File: src/rtl/alu_arbiter_if.sv
// Request/response channel between one ALU client and the arbiter.
// The client drives requests and takes results; the arbiter grants and returns them.
interface alu_arbiter_if #(
   parameter int WIDTH = 64
);
   logic             req_valid;
   logic             req_ready;
   logic [WIDTH-1:0] op_a;
   logic [WIDTH-1:0] op_b;
   logic [3:0]       op_ctrl;
   logic             resp_valid;
   logic             resp_ready;
   logic [WIDTH-1:0] resp_result;
   logic             resp_zero;
   logic             resp_illop;

   modport master (
      output req_valid, op_a, op_b, op_ctrl, resp_ready,
      input  req_ready, resp_valid, resp_result, resp_zero, resp_illop
   );

   modport slave (
      input  req_valid, op_a, op_b, op_ctrl, resp_ready,
      output req_ready, resp_valid, resp_result, resp_zero, resp_illop
   );
endinterface

File: src/rtl/alu_arbiter.sv
// Round-robin sharing of one combinational ALU between two requesters.
// One transaction in flight: grant, drive the ALU for a cycle, hold the result until taken.
//
//  state | meaning
//  IDLE  | granting; ALU drive regs hold their last value
//  EXEC  | ALU driven from latched operands for one full cycle
//  RESP  | owner's response valid, waiting for owner resp_ready
module alu_arbiter #(
   parameter int WIDTH     = 64,
   parameter bit FIRST_PRI = 1'b0
) (
   input  logic             clk,
   input  logic             rst_n,
   alu_arbiter_if.slave     r0,
   alu_arbiter_if.slave     r1,
   output logic [WIDTH-1:0] alu_in1,
   output logic [WIDTH-1:0] alu_in2,
   output logic [3:0]       alu_ctrl,
   input  logic [WIDTH-1:0] alu_result,
   input  logic             alu_zero,
   output logic             busy
);

   typedef enum logic [1:0] {
      IDLE = 2'd0,
      EXEC = 2'd1,
      RESP = 2'd2
   } state_t;

   state_t           state_q, state_d;
   logic             owner_q, owner_d;
   logic             last_grant_q, last_grant_d;
   logic [WIDTH-1:0] in1_q, in1_d;
   logic [WIDTH-1:0] in2_q, in2_d;
   logic [3:0]       ctrl_q, ctrl_d;
   logic [WIDTH-1:0] result_q, result_d;
   logic             zero_q, zero_d;
   logic             illop_q, illop_d;

   logic grant;
   logic any_valid;
   logic ready0, ready1;
   logic owner_resp_ready;

   function automatic logic is_legal(input logic [3:0] c);
      return (c == 4'b0000) || (c == 4'b0001) || (c == 4'b0010) || (c == 4'b0110);
   endfunction

   // Under contention the requester that did not win last time is favoured.
   always_comb begin
      any_valid = r0.req_valid | r1.req_valid;
      if (r0.req_valid && r1.req_valid) begin
         grant = ~last_grant_q;
      end else if (r1.req_valid) begin
         grant = 1'b1;
      end else begin
         grant = 1'b0;
      end
   end

   assign owner_resp_ready = owner_q ? r1.resp_ready : r0.resp_ready;

   always_comb begin
      state_d      = state_q;
      owner_d      = owner_q;
      last_grant_d = last_grant_q;
      in1_d        = in1_q;
      in2_d        = in2_q;
      ctrl_d       = ctrl_q;
      result_d     = result_q;
      zero_d       = zero_q;
      illop_d      = illop_q;
      ready0       = 1'b0;
      ready1       = 1'b0;

      case (state_q)
         IDLE: begin
            ready0 = any_valid && (grant == 1'b0);
            ready1 = any_valid && (grant == 1'b1);
            if (any_valid) begin
               owner_d      = grant;
               last_grant_d = grant;
               in1_d        = grant ? r1.op_a    : r0.op_a;
               in2_d        = grant ? r1.op_b    : r0.op_b;
               ctrl_d       = grant ? r1.op_ctrl : r0.op_ctrl;
               state_d      = EXEC;
            end
         end
         EXEC: begin
            result_d = alu_result;
            zero_d   = alu_zero;
            illop_d  = ~is_legal(ctrl_q);
            state_d  = RESP;
         end
         RESP: begin
            if (owner_resp_ready) begin
               state_d = IDLE;
            end
         end
         default: begin
            state_d = IDLE;
         end
      endcase
   end

   always_ff @(posedge clk or negedge rst_n) begin
      if (!rst_n) begin
         state_q      <= IDLE;
         owner_q      <= 1'b0;
         last_grant_q <= ~FIRST_PRI;
         in1_q        <= '0;
         in2_q        <= '0;
         ctrl_q       <= 4'b0000;
         result_q     <= '0;
         zero_q       <= 1'b0;
         illop_q      <= 1'b0;
      end else begin
         state_q      <= state_d;
         owner_q      <= owner_d;
         last_grant_q <= last_grant_d;
         in1_q        <= in1_d;
         in2_q        <= in2_d;
         ctrl_q       <= ctrl_d;
         result_q     <= result_d;
         zero_q       <= zero_d;
         illop_q      <= illop_d;
      end
   end

   assign alu_in1  = in1_q;
   assign alu_in2  = in2_q;
   assign alu_ctrl = ctrl_q;
   assign busy     = (state_q != IDLE);

   assign r0.req_ready   = ready0;
   assign r1.req_ready   = ready1;
   assign r0.resp_valid  = (state_q == RESP) && (owner_q == 1'b0);
   assign r1.resp_valid  = (state_q == RESP) && (owner_q == 1'b1);

   // Response data is shared; only the owner's resp_valid qualifies it.
   assign r0.resp_result = result_q;
   assign r1.resp_result = result_q;
   assign r0.resp_zero   = zero_q;
   assign r1.resp_zero   = zero_q;
   assign r0.resp_illop  = illop_q;
   assign r1.resp_illop  = illop_q;

endmodule

File: src/flat_wrapper.sv
// flat-port wrapper written by rule: the top's interface ports become plain ports
module alu_arbiter_flat 
#(
   parameter int WIDTH     = 64,
   parameter bit FIRST_PRI = 1'b0
)
  (clk, rst_n, alu_in1, alu_in2, alu_ctrl, alu_result, alu_zero, busy, r0_req_valid, r0_op_a, r0_op_b, r0_op_ctrl, r0_resp_ready, r0_req_ready, r0_resp_valid, r0_resp_result, r0_resp_zero, r0_resp_illop, r1_req_valid, r1_op_a, r1_op_b, r1_op_ctrl, r1_resp_ready, r1_req_ready, r1_resp_valid, r1_resp_result, r1_resp_zero, r1_resp_illop);
  alu_arbiter_if #(.WIDTH(WIDTH)) r0_i ();
  alu_arbiter_if #(.WIDTH(WIDTH)) r1_i ();
  input  logic clk;
  input  logic rst_n;
  output logic [WIDTH-1:0] alu_in1;
  output logic [WIDTH-1:0] alu_in2;
  output logic [3:0] alu_ctrl;
  input  logic [WIDTH-1:0] alu_result;
  input  logic alu_zero;
  output logic busy;
  input wire logic [$bits(r0_i.req_valid)-1:0] r0_req_valid;
  input wire logic [$bits(r0_i.op_a)-1:0] r0_op_a;
  input wire logic [$bits(r0_i.op_b)-1:0] r0_op_b;
  input wire logic [$bits(r0_i.op_ctrl)-1:0] r0_op_ctrl;
  input wire logic [$bits(r0_i.resp_ready)-1:0] r0_resp_ready;
  output wire logic [$bits(r0_i.req_ready)-1:0] r0_req_ready;
  output wire logic [$bits(r0_i.resp_valid)-1:0] r0_resp_valid;
  output wire logic [$bits(r0_i.resp_result)-1:0] r0_resp_result;
  output wire logic [$bits(r0_i.resp_zero)-1:0] r0_resp_zero;
  output wire logic [$bits(r0_i.resp_illop)-1:0] r0_resp_illop;
  input wire logic [$bits(r1_i.req_valid)-1:0] r1_req_valid;
  input wire logic [$bits(r1_i.op_a)-1:0] r1_op_a;
  input wire logic [$bits(r1_i.op_b)-1:0] r1_op_b;
  input wire logic [$bits(r1_i.op_ctrl)-1:0] r1_op_ctrl;
  input wire logic [$bits(r1_i.resp_ready)-1:0] r1_resp_ready;
  output wire logic [$bits(r1_i.req_ready)-1:0] r1_req_ready;
  output wire logic [$bits(r1_i.resp_valid)-1:0] r1_resp_valid;
  output wire logic [$bits(r1_i.resp_result)-1:0] r1_resp_result;
  output wire logic [$bits(r1_i.resp_zero)-1:0] r1_resp_zero;
  output wire logic [$bits(r1_i.resp_illop)-1:0] r1_resp_illop;
  assign r0_i.req_valid = r0_req_valid;
  assign r0_i.op_a = r0_op_a;
  assign r0_i.op_b = r0_op_b;
  assign r0_i.op_ctrl = r0_op_ctrl;
  assign r0_i.resp_ready = r0_resp_ready;
  assign r0_req_ready = r0_i.req_ready;
  assign r0_resp_valid = r0_i.resp_valid;
  assign r0_resp_result = r0_i.resp_result;
  assign r0_resp_zero = r0_i.resp_zero;
  assign r0_resp_illop = r0_i.resp_illop;
  assign r1_i.req_valid = r1_req_valid;
  assign r1_i.op_a = r1_op_a;
  assign r1_i.op_b = r1_op_b;
  assign r1_i.op_ctrl = r1_op_ctrl;
  assign r1_i.resp_ready = r1_resp_ready;
  assign r1_req_ready = r1_i.req_ready;
  assign r1_resp_valid = r1_i.resp_valid;
  assign r1_resp_result = r1_i.resp_result;
  assign r1_resp_zero = r1_i.resp_zero;
  assign r1_resp_illop = r1_i.resp_illop;
  alu_arbiter #(.WIDTH(WIDTH), .FIRST_PRI(FIRST_PRI)) u_core (.clk(clk), .rst_n(rst_n), .r0(r0_i), .r1(r1_i), .alu_in1(alu_in1), .alu_in2(alu_in2), .alu_ctrl(alu_ctrl), .alu_result(alu_result), .alu_zero(alu_zero), .busy(busy));
endmodule
File: config.mk
export PLATFORM = sky130hd
export DESIGN_NAME = alu_arbiter_flat
export DESIGN_NICKNAME = d
export VERILOG_FILES = /design/src/rtl/alu_arbiter_if.sv /design/src/rtl/alu_arbiter.sv /design/src/flat_wrapper.sv
export SDC_FILE = /design/constraint.sdc
export NUM_CORES = 1
export LEC_CHECK = 0
export BUFFER_PORTS_ARGS = -buffer_cell sky130_fd_sc_hd__buf_4
export CAP_MARGIN = 20
export CORE_AREA = 2 2 236 238
export DETAILED_ROUTE_END_ITERATION = 7
export DIE_AREA = 0 0 238 240
export GPL_ROUTABILITY_DRIVEN = 0
export PLACE_DENSITY = 0.47
export SLEW_MARGIN = 20
export SYNTH_ARGS = -nofsm -noshare
export SYNTH_HDL_FRONTEND = slang
export SYNTH_SLANG_ARGS = --single-unit
File: constraint.sdc
create_clock -name clk -period 3 [get_ports clk]
set_input_delay 0.6 -clock clk [delete_from_list [all_inputs] [get_ports clk]]
set_output_delay 0.6 -clock clk [all_outputs]
set_load 0.02 [all_outputs]
==> impl_metrics.json <==
{
  "ir_worst_vdd_mv": 0.452,
  "cts_buffers": 25,
  "yosys_warnings": 0,
  "worstSetupEndpointType": "output port",
  "p_seq_frac": 0.293,
  "setup_violations": 0,
  "cts_tree": "built",
  "postPlaceCellArea_um2": 13900,
  "layout-drive-gt1-share": 0.572,
  "internal_power_mw": 10.3,
  "grt_max_degree": 96,
  "syn_to_final_growth_pct": 64.1,
  "avgSynthCellArea_um2": 11.9,
  "ys_seq_area_frac": 0.562,
  "place.port_buffers": 603,
  "synth_area_um2": 9000,
  "remaining_drc_errors": 0,
  "htreeDepth": 1,
  "regToRegSetupSlack_ns": 1.00,
  "die_w_um": 238,
  "antenna_found_initial": 1,
  "wl_mm": 37.3,
  "rows": 86,
  "ant_nets": 0,
  "synth_cells": 758,
  "layout.nets": 1611,
  "start_util": 0.165,
  "grt_pass1_vias": 8511,
  "ys_ff_latch": 202,
  "max_freq_ghz": 0.400,
  "final_max_slew_viol_count": 0,
  "ys_types": 27,
  "die_area_um2": 57100,
  "critical_path_class": "flip-flop to output port",
  "final_area_um2": 14800,
  "firstDrtPassIters": 5,
  "post-route-min-period_ns": 2.50,
  "clk_pin_slew_worst_paths_ns": 0.06,
  "grt_usage": 0.121,
  "finalCritPeriodShare": 0.833,
  "postCtsSetupBuffers": 0,
  "detail_route.wl_per_cell_um": 18.7,
  "grt_pass1_wl_mm": 53.4,
  "clk_path_buf_depth": 3,
  "mostFrequentLayoutCells": "617 x buf_4, 201 x dfrtp_1, 97 x and3_1, 97 x a221o_1, 71 x nand2_1",
  "cts_hold_buf": 0,
  "rsz0062_at_grt": "no",
  "finalSetupTns_ns": 0,
  "r2r-start": "u_core.state_q[0]",
  "clk_latency_ns": 0.53,
  "p_per_area_nw_per_um2": 1200,
  "critPathRequiredTime_ns": 2.40,
  "cp_max_fo": 10,
  "status": "completed",
  "cts_root_buf": "clkbuf_16",
  "leakage_nw": 7.39,
  "reg2reg_to": "u_core.alu_in2[43]",
  "reg2regPathDepth": 4,
  "p_sw_frac": 0.414,
  "maxCapViolations": 0,
  "hp-class": "input port to async pin",
  "relSlewSlack": 0.417,
  "worst_ep_arrival_time_ns": 1.90,
  "die_h_um": 240,
  "place_hpwl_mm": 27.5,
  "num_io_pins": 604,
  "mostFrequentLayoutCell": "buf_4",
  "cp-start-kind": "flip-flop",
  "clock_sinks": 202,
  "core_area_um2": 54700,
  "combPwrFrac": 0.519,
  "overflow": 0,
  "cts-resized-gates": 0,
  "vias": 8401,
  "via_per_inst": 4.20,
  "p_clk_frac": 0.188,
  "synth_nets": 1093,
  "drt-initial-drc-count": 328,
  "clock_skew_ns": 0.00738,
  "whs_ns": 0.129,
  "p_sw_mw": 7.32,
  "nFillCells": 5744,
  "finalHoldViolations": 0,
  "worstMarginPinSlew_ns": 0.875
}
area by class of cell:
| cell class | instances | area, µm² | area share |
|---|---|---|---|
| antenna | 1 | 2.50 | 0.000170 |
| sequential | 202 | 5060 | 0.343 |
| timing repair buffer | 625 | 4790 | 0.324 |
| clock buffer | 35 | 723 | 0.0490 |
| clock inverter | 10 | 175 | 0.0119 |
| inverter | 3 | 11.3 | 0.000763 |
| tap | 704 | 881 | 0.0597 |
| multi-input combinational | 419 | 3130 | 0.212 |
registers in the layout, indices dropped and copies added, names as in the netlist:
name and cells:
u_core.alu_in1 64, u_core.alu_in2 64, u_core.r0.resp_result 64, u_core.alu_ctrl 4
u_core.state_q 2, u_core.last_grant_q 1, u_core.owner_q 1, u_core.r0.resp_illop 1
u_core.r0.resp_zero 1
worst max-delay path, stage by stage, from the launching register on:
cell and delay, ns:
dfrtp_1 0.44, nor2_4 0.28, inv_1 0.13, nor2_1 0.31, buf_4 0.21
per-layer routing:
| metal | vias to the layer above | GRT usage | part of all wire |
|---|---|---|---|
| met3 | 50 | 0.0330 | 0.085 |
| met1 | 4161 | 0.142 | 0.38 |
| met5 | - | 0 | 0 |
| li1 | 3781 | - | - |
| met4 | 0 | 0.0402 | 0.028 |
| met2 | 409 | 0.213 | 0.50 |
how the worst max path moves through the flow:
| stage | end | depth (start not counted) | startpoint |
|---|---|---|---|
| floorplan | r1_req_ready | 5 | u_core.state_q[0] |
| global placement | u_core.owner_q | 5 | r0_req_valid |
| detailed placement | u_core.alu_in2[43] | 5 | r0_req_valid |
| CTS | r1_req_ready | 4 | u_core.state_q[0] |
| global route | r1_req_ready | 4 | u_core.state_q[0] |
| finish | r1_req_ready | 4 | u_core.state_q[0] |
power groups by stage:
stage / clock [mW] / combinational (mW) / sequential, mW
2_1_floorplan: 0 / 4.07 / 6.56
3_3_place_gp: 0 / 9.24 / 5.20
3_5_place_dp: 0 / 9.30 / 5.19
4_1_cts: 3.43 / 9.29 / 5.19
5_1_grt: 3.54 / 9.75 / 5.34
6_report: 3.32 / 9.16 / 5.17
stage by stage:
stage,worst slack (ns),total power [mW],std cells,util
finish,0.500,17.7,1999,0.270
global route,0.392,18.6,1999,0.270
CTS,0.416,17.9,1998,0.270
detailed placement,0.895,14.5,1953,0.254
global placement,0.914,14.4,1953,0.254
floorplan,0.982,10.6,758,-
logic make-up (layout without fill, tap and decap cells):
kind of cell,after synthesis,count (layout),synth area share
AND/OR/NAND/NOR,179,179,0.104
multiplexers,66,66,0.0826
other,0,1,0
AO/OA/AOI/OAI,174,174,0.158
buffers and inverters,137,673,0.0934
flip-flops,202,202,0.562
synthesized netlist by cell type:
master,instances,area share
a211oi_1,1,0.00083
a21bo_2,1,0.0011
a21boi_2,1,0.0013
a21o_1,1,0.00083
a21oi_1,35,0.019
a221o_1,97,0.11
a31oi_1,35,0.024
and3_1,98,0.068
buf_1,2,0.00083
buf_2,30,0.017
buf_4,69,0.058
buf_6,4,0.0050
clkbuf_1,29,0.012
dfrtp_1,201,0.56
dfstp_2,1,0.0029
inv_1,2,0.00083
inv_2,1,0.00042
mux2_2,66,0.083
nand2_1,71,0.030
nand2_2,1,0.00070
nand2b_1,3,0.0021
nor2_1,3,0.0013
nor2_4,1,0.0013
nor2b_1,1,0.00070
o21ai_0,2,0.0011
o22ai_1,1,0.00070
or2_1,1,0.00070
Power figures use the tool's default switching activity.
